<file path="src/rtl/clocker_ctrl.sv">
// Sequences CPU clock-mode changes from two round-robin requesters: source
// select first, then divider, each followed by a settle interval on the fixed clock.
module clocker_ctrl #(
    parameter int SETTLE_CYCLES = 8,
    parameter int CNT_W         = 4
) (
    input  logic       clk,
    input  logic       rst_n,
    input  logic       req0_valid,
    input  logic [1:0] req0_mode,
    output logic       req0_ready,
    input  logic       req1_valid,
    input  logic [1:0] req1_mode,
    output logic       req1_ready,
    output logic       clksel,
    output logic       divsel,
    output logic [1:0] cur_mode,
    output logic       busy,
    output logic       done,
    output logic       done_id
);

    typedef enum logic [1:0] {
        IDLE     = 2'd0,
        SEL_WAIT = 2'd1,
        DIV_WAIT = 2'd2,
        DONE     = 2'd3
    } state_t;

    localparam logic [CNT_W-1:0] CNT_LOAD = CNT_W'(SETTLE_CYCLES - 1);

    state_t           state_reg, state_next;
    logic             clksel_reg, clksel_next;
    logic             divsel_reg, divsel_next;
    logic [CNT_W-1:0] cnt_reg, cnt_next;
    logic [1:0]       target_reg, target_next;
    logic             id_reg, id_next;
    logic             prio_reg, prio_next;   // requester favoured when both are valid

    logic             grant;
    logic             xfer;
    logic [1:0]       grant_mode;

    always_comb begin
        grant = prio_reg;
        if (req0_valid && !req1_valid) begin
            grant = 1'b0;
        end else if (req1_valid && !req0_valid) begin
            grant = 1'b1;
        end
    end

    assign req0_ready = (state_reg == IDLE) && req0_valid && !grant;
    assign req1_ready = (state_reg == IDLE) && req1_valid && grant;
    assign xfer       = req0_ready || req1_ready;
    assign grant_mode = grant ? req1_mode : req0_mode;

    always_ff @(posedge clk or negedge rst_n) begin
        if (!rst_n) begin
            state_reg  <= IDLE;
            clksel_reg <= 1'b0;
            divsel_reg <= 1'b0;
            cnt_reg    <= '0;
            target_reg <= 2'b00;
            id_reg     <= 1'b0;
            prio_reg   <= 1'b0;
        end else begin
            state_reg  <= state_next;
            clksel_reg <= clksel_next;
            divsel_reg <= divsel_next;
            cnt_reg    <= cnt_next;
            target_reg <= target_next;
            id_reg     <= id_next;
            prio_reg   <= prio_next;
        end
    end

    always_comb begin
        state_next  = state_reg;
        clksel_next = clksel_reg;
        divsel_next = divsel_reg;
        cnt_next    = cnt_reg;
        target_next = target_reg;
        id_next     = id_reg;
        prio_next   = prio_reg;

        case (state_reg)
            IDLE: begin
                if (xfer) begin
                    target_next = grant_mode;
                    id_next     = grant;
                    prio_next   = ~grant;
                    if (grant_mode == {clksel_reg, divsel_reg}) begin
                        state_next = DONE;
                    end else if (grant_mode[1] != clksel_reg) begin
                        clksel_next = grant_mode[1];
                        cnt_next    = CNT_LOAD;
                        state_next  = SEL_WAIT;
                    end else begin
                        divsel_next = grant_mode[0];
                        cnt_next    = CNT_LOAD;
                        state_next  = DIV_WAIT;
                    end
                end
            end
            SEL_WAIT: begin
                if (cnt_reg != '0) begin
                    cnt_next = cnt_reg - CNT_W'(1);
                end else if (target_reg[0] != divsel_reg) begin
                    // Divider only moves once the new source has settled.
                    divsel_next = target_reg[0];
                    cnt_next    = CNT_LOAD;
                    state_next  = DIV_WAIT;
                end else begin
                    state_next = DONE;
                end
            end
            DIV_WAIT: begin
                if (cnt_reg != '0) begin
                    cnt_next = cnt_reg - CNT_W'(1);
                end else begin
                    state_next = DONE;
                end
            end
            DONE: begin
                state_next = IDLE;
            end
            default: begin
                state_next = IDLE;
            end
        endcase
    end

    assign clksel   = clksel_reg;
    assign divsel   = divsel_reg;
    assign cur_mode = {clksel_reg, divsel_reg};
    assign busy     = (state_reg != IDLE);
    assign done     = (state_reg == DONE);
    assign done_id  = (state_reg == DONE) && id_reg;

endmodule

</file>
<file path="config.mk">
export PLATFORM = sky130hd
export DESIGN_NAME = clocker_ctrl
export DESIGN_NICKNAME = d
export VERILOG_FILES = /design/src/rtl/clocker_ctrl.sv
export SDC_FILE = /design/constraint.sdc
export NUM_CORES = 1
export LEC_CHECK = 0
export CAP_MARGIN = 40
export CORE_MARGIN = 5
export CORE_UTILIZATION = 45
export DETAILED_ROUTE_END_ITERATION = 10
export PLACE_DENSITY = 0.72
export SYNTH_ARGS = -nofsm -noshare
export SYNTH_HDL_FRONTEND = slang
export SYNTH_SLANG_ARGS = --single-unit
</file>
<file path="constraint.sdc">
create_clock -name clk -period 2.01 [get_ports clk]
set_input_delay 0.3015 -clock clk [delete_from_list [all_inputs] [get_ports clk]]
set_output_delay 0.3015 -clock clk [all_outputs]
set_load 0.005 [all_outputs]
</file>
After elaboration in Yosys (flattened, before gate mapping). Cells that the tools add are included.

Word-level logic and storage cells: 67. Output and inout port bits: 9. Flip-flop bits (word level): 11. Input bits: 8.

Add/subtract/negate cells: 1. Mux-type cells: 22. Equality and inequality tests: 14. Reduce and logical (&&, ||, !) cells: 21. Bitwise logic cells: 2.

Operator list (number): $mux W4 (5); $ne A2 B2 Y1 const B (7); $mux W2 (6); $pmux W4 S3 (1); $mux W1 (8); $pmux W2 S4 (1); $logic_and A1 B1 Y1 (7); $reduce_and A6 Y1 (1); $reduce_and A5 Y1 (1); $eq A2 B2 Y1 const B (2); $reduce_and A4 Y1 (1); $reduce_bool A2 Y1 (2); $reduce_bool A4 Y1 (1); $sub A4 B1 Y4 const B (1); $logic_not A1 Y1 (3); $ne A3 B3 Y1 const B (1); $reduce_and A3 Y1 (1); $reduce_bool A3 Y1 (1); $eq A2 B1 Y1 const B (1); $eq A2 B2 Y1 (1); $logic_not A2 Y1 (1); $ne A1 B1 Y1 (2); $not A1 Y1 (2); $pmux W1 S2 (1); 2 further kinds (2).

Logic depth before layout (Yosys ltp).
Depth after elaboration: 10. Depth in mapped cells: 8. Mapped depth without buffers: 8.

Worst setup path after synthesis. Ideal clock, no wire load.

Path kind: reg2reg. Start point: register prio_reg. End point: register cnt_reg[1]. Clock period less this slack: 1.986 ns. Cell stages (with the launch flop): 7. Arrival: 1.862 ns. Data required time: 1.885 ns. Setup time: 0.125 ns. Path buffers: 0. Setup slack: 0.024 ns. Cell sequence: dfrtp_1 > nor2b_1 > o21ai_1 > mux2i_1 > xor2_2 > a31oi_1 > mux2_2.

Cells in the longest elaborated chain, start to end: 7. Elaborated cells between the ends (all ways): 11. Classes of those cells: 3 x eq/ne; 3 x mux; 5 x reduce/logical.

Ends and longest elaborated chain: start: declaration (line 38) `logic prio_reg, prio_next;`; start signal: assignment (line 74) `prio_reg <= prio_next;`; $mux W1 (*) (line 48) `end else if (req1_valid && !req0_valid) begin`; $mux W1 (*) (line 46) `if (req0_valid && !req1_valid) begin`; branches (longest 4 deep; another with $mux W2); $reduce_and A5 Y1 (no line) (*); end signal: assignment (line 71) `cnt_reg <= cnt_next;`; end: declaration (line 35) `logic [CNT_W-1:0] cnt_reg, cnt_next;`.

Every way passes the cells marked *. A chain may end at the register's enable or synchronous reset.

Worst setup path after layout.
Start point: input port req0_valid. End point: register cnt_reg[2].

Cells in the longest elaborated chain, start to end: 9. Elaborated cells between the ends (all ways): 15. Classes of those cells: 3 x eq/ne; 3 x mux; 9 x reduce/logical.

Ends and longest elaborated chain: start: declaration (line 9) `input logic req0_valid,`; branches (longest 8 deep; another with $mux W2); $reduce_and A5 Y1 (no line) (*).

Marked as above.

==> results.md <==
- Status: complete, no violations
- Final TNS setup: 0 ns
- # IOs: 17
- Max-cap violations: 0
- Average cell area after synthesis: 8.91 µm²
- Hold violation count in the final report: 0
- Initial DRC Count: 28
- Layout cells sized above 1: 0.324
- FP Rows: 15
- CTS tree: built
- Critical Path AT: 2.13 ns
- Vias: 901
- First-pass GRT wire length: 4240 µm
- GR Overflow Total: 0
- Final Setup Violations: 0
- Antenna violations before repair: 0
- DR vias/cell: 5.60
- Vias in the first global route: 952
- Synth top area cells: dfrtp_1 (32%), ha_1 (8.8%), o21ai_0 (4.1%)
- Min cycle time layout: 1.97 ns
- Die footprint: 2870 µm²
- Hold WC Path Type: in2async
- Clock root cell: clkbuf_4
- Placed Cells: 152
- Clock network power share: 0.071
- Crit-path max FO: 8
- Area of the multi-input gates: 572 µm²
- Initial Util: 0.485
- Die width: 53.6 µm
- Drt wl/cell: 15.8 µm
- Sequential-to-total area share from yosys stat: 0.322
- Yosys top cell by area: dfrtp_1
- LEAKAGE: 0.609 nW
- Power per cell area: 1770 nW/µm²
- Required time worst endpoint: 2.17 ns
- Slew Limit Fails: 0
- CP Launch Type: input port
- Final non-filler cell total: 161
- Origin of the critical flop-to-flop path: cnt_reg[0]
- Reg power frac: 0.184
- Sw Share: 0.430
- Syn_nets: 110
- Share of the synthesized area in the top cell type: 0.322
- EDFF count, synth: 0
- Gr usage total: 0.205
- Fin crit share: 0.978
- P_int: 0.00129 W
- Largest net degree at the start of global routing: 12
- Skew-Pair Late Insertion Delay: 0.27 ns
- Mapped Cells: 96
- Yosys cell types: 41
- FMAX: 0.509 GHz
- Max H-tree Level: 1
- DP Wirelength: 1740 µm
- Clock buffer depth: 2
- Main synth FF type: dfrtp_1
- Fill cells: 141
- FF/Latch Area: 275 µm²
- #FFs+latches synth: 11
- Mapped cell area: 856 µm²
- Worst Skew: 0.00471 ns
- FFs w/ async S/R, synth: 1.00
- Max reg flops: 4
- Drt total wl: 2540 µm
- Core area: 1760 µm²
- Worst rel slew slack: 0.622
- Crit. End Element: flop
- RSZ-0062 raised after global routing: yes
- Final Instance Area: 1280 µm²
- Die Span Y: 53.6 µm
- Critical path class: in2reg
- Clock slew seen by the registers of the worst setup and hold paths: 0.08 ns
- Commonest cells in the netlist: dfrtp_1 (11), nand2_1 (9), inv_1 (7), o21ai_0 (7)
- Final Util: 0.725
- Hold_ws: 0.385 ns
- TritonRoute pass-1 iters: 4
- PortBufs: 16
- Switching pwr: 0.000971 W
- Sinks on the clock net: 11
- Area growth syn-to-layout: 49.4%
- CTS buffer count: 3
- Yosys warning count: 0
- Drt drc: 0
- Nets: 151
- Origin of the worst setup path: req0_valid
- Remaining antenna violation count: 0
- Combinational Power Share: 0.745
- Max IR drop VDD: 1090 µV
- Count leader, synth: dfrtp_1
- # diodes: 0
- Routability cong.: 0.854
- Dpl cell area: 1160 µm²
- Worst-margin pin slew: 0.565 ns
[path summary, 6_finish.rpt]
| check | end | slack (ns) | cells after the start |
|---|---|---|---|
| max | cnt_reg[2] | 0.04 | 8 |
| min | divsel | 0.39 | 1 |
| max reg2reg | cnt_reg[0] | 0.05 | 9 |
| min reg2reg | id_reg | 0.48 | 1 |
| max in group asynchronous | id_reg | 1.25 | 1 |
| min in group clk | id_reg | 0.48 | 1 |
[layout make-up]
cell class | instances | share of cell area
inverters | 7 | 0.0205
well taps | 25 | 0.0245
repair buffers | 40 | 0.272
flip-flops and latches | 11 | 0.215
multi-input cells | 74 | 0.447
clock buffers | 4 | 0.0205
[power by group through the flow]
stage	sequential [W]	clock, W	combinational (W)
global placement	0.000414	0	0.00137
CTS	0.000414	0.000163	0.00157
finish	0.000417	0.000160	0.00168
floorplan	0.000419	0	0.000849
global route	0.000429	0.000175	0.00184
detailed placement	0.000423	0	0.00140
[cell families after synthesis]
kind of cell	Yosys count	synth area share
DFF	11	0.322
buffers and inverters	11	0.0658
adders and majority gates	6	0.0877
AOI/OAI and AO/OA	33	0.259
xor gates and xnor gates	3	0.0395
and+or+nand+nor	28	0.174
muxes	4	0.0526
[cell usage in the layout (no fill, tap or decap), drive strengths merged, types with 2 or more instances in the layout]
master	count
nand3b	2
xor2	2
dlygate4sd2	2
clkdlybuf4s50	13
nand2	9
a21o	4
o21ai	8
inv	7
clkbuf	4
a21oi	6
ha	6
dfrtp	11
mux2i	3
nand2b	3
buf	24
nor2	4
a31oi	3
nor2b	2
nand3	2
o211ai	3
[stage by stage]
| stage | setup WS, ns | total power [W] |
|---|---|---|
| 3_5_place_dp | -0.354 | 0.00183 |
| 4_1_cts | 0.00902 | 0.00214 |
| 6_report | 0.0436 | 0.00226 |
| 5_1_grt | -0.0429 | 0.00244 |
| 3_3_place_gp | -0.222 | 0.00179 |
| 2_1_floorplan | 0.0237 | 0.00127 |
[routing by layer]
metal  track usage  vias up  wire length [µm]
met1         0.255      430              1090
met4        0.0681        0                94
li1              -      424                 -
met5             0        -                 0
met2         0.357       35              1270
met3        0.0332       12                89
[timing repair]
item	4_1_cts	5_1_grt
setup buffers	4	1
endpoints found under the hold margin	0	0
endpoints found under the setup margin	4	4
resized for setup	12	6
hold buffers	0	0
pin swaps	2	1
[critical path, cell delays in order]
cell and delay [ns]:
clkdlybuf4s50_1 0.54, nor2b_1 0.08, o21ai_2 0.20, mux2i_2 0.32
xor2_2 0.11, buf_4 0.18, a311oi_1 0.30, o2bb2ai_1 0.10
Note: power is estimated with default switching activity, not from simulation.
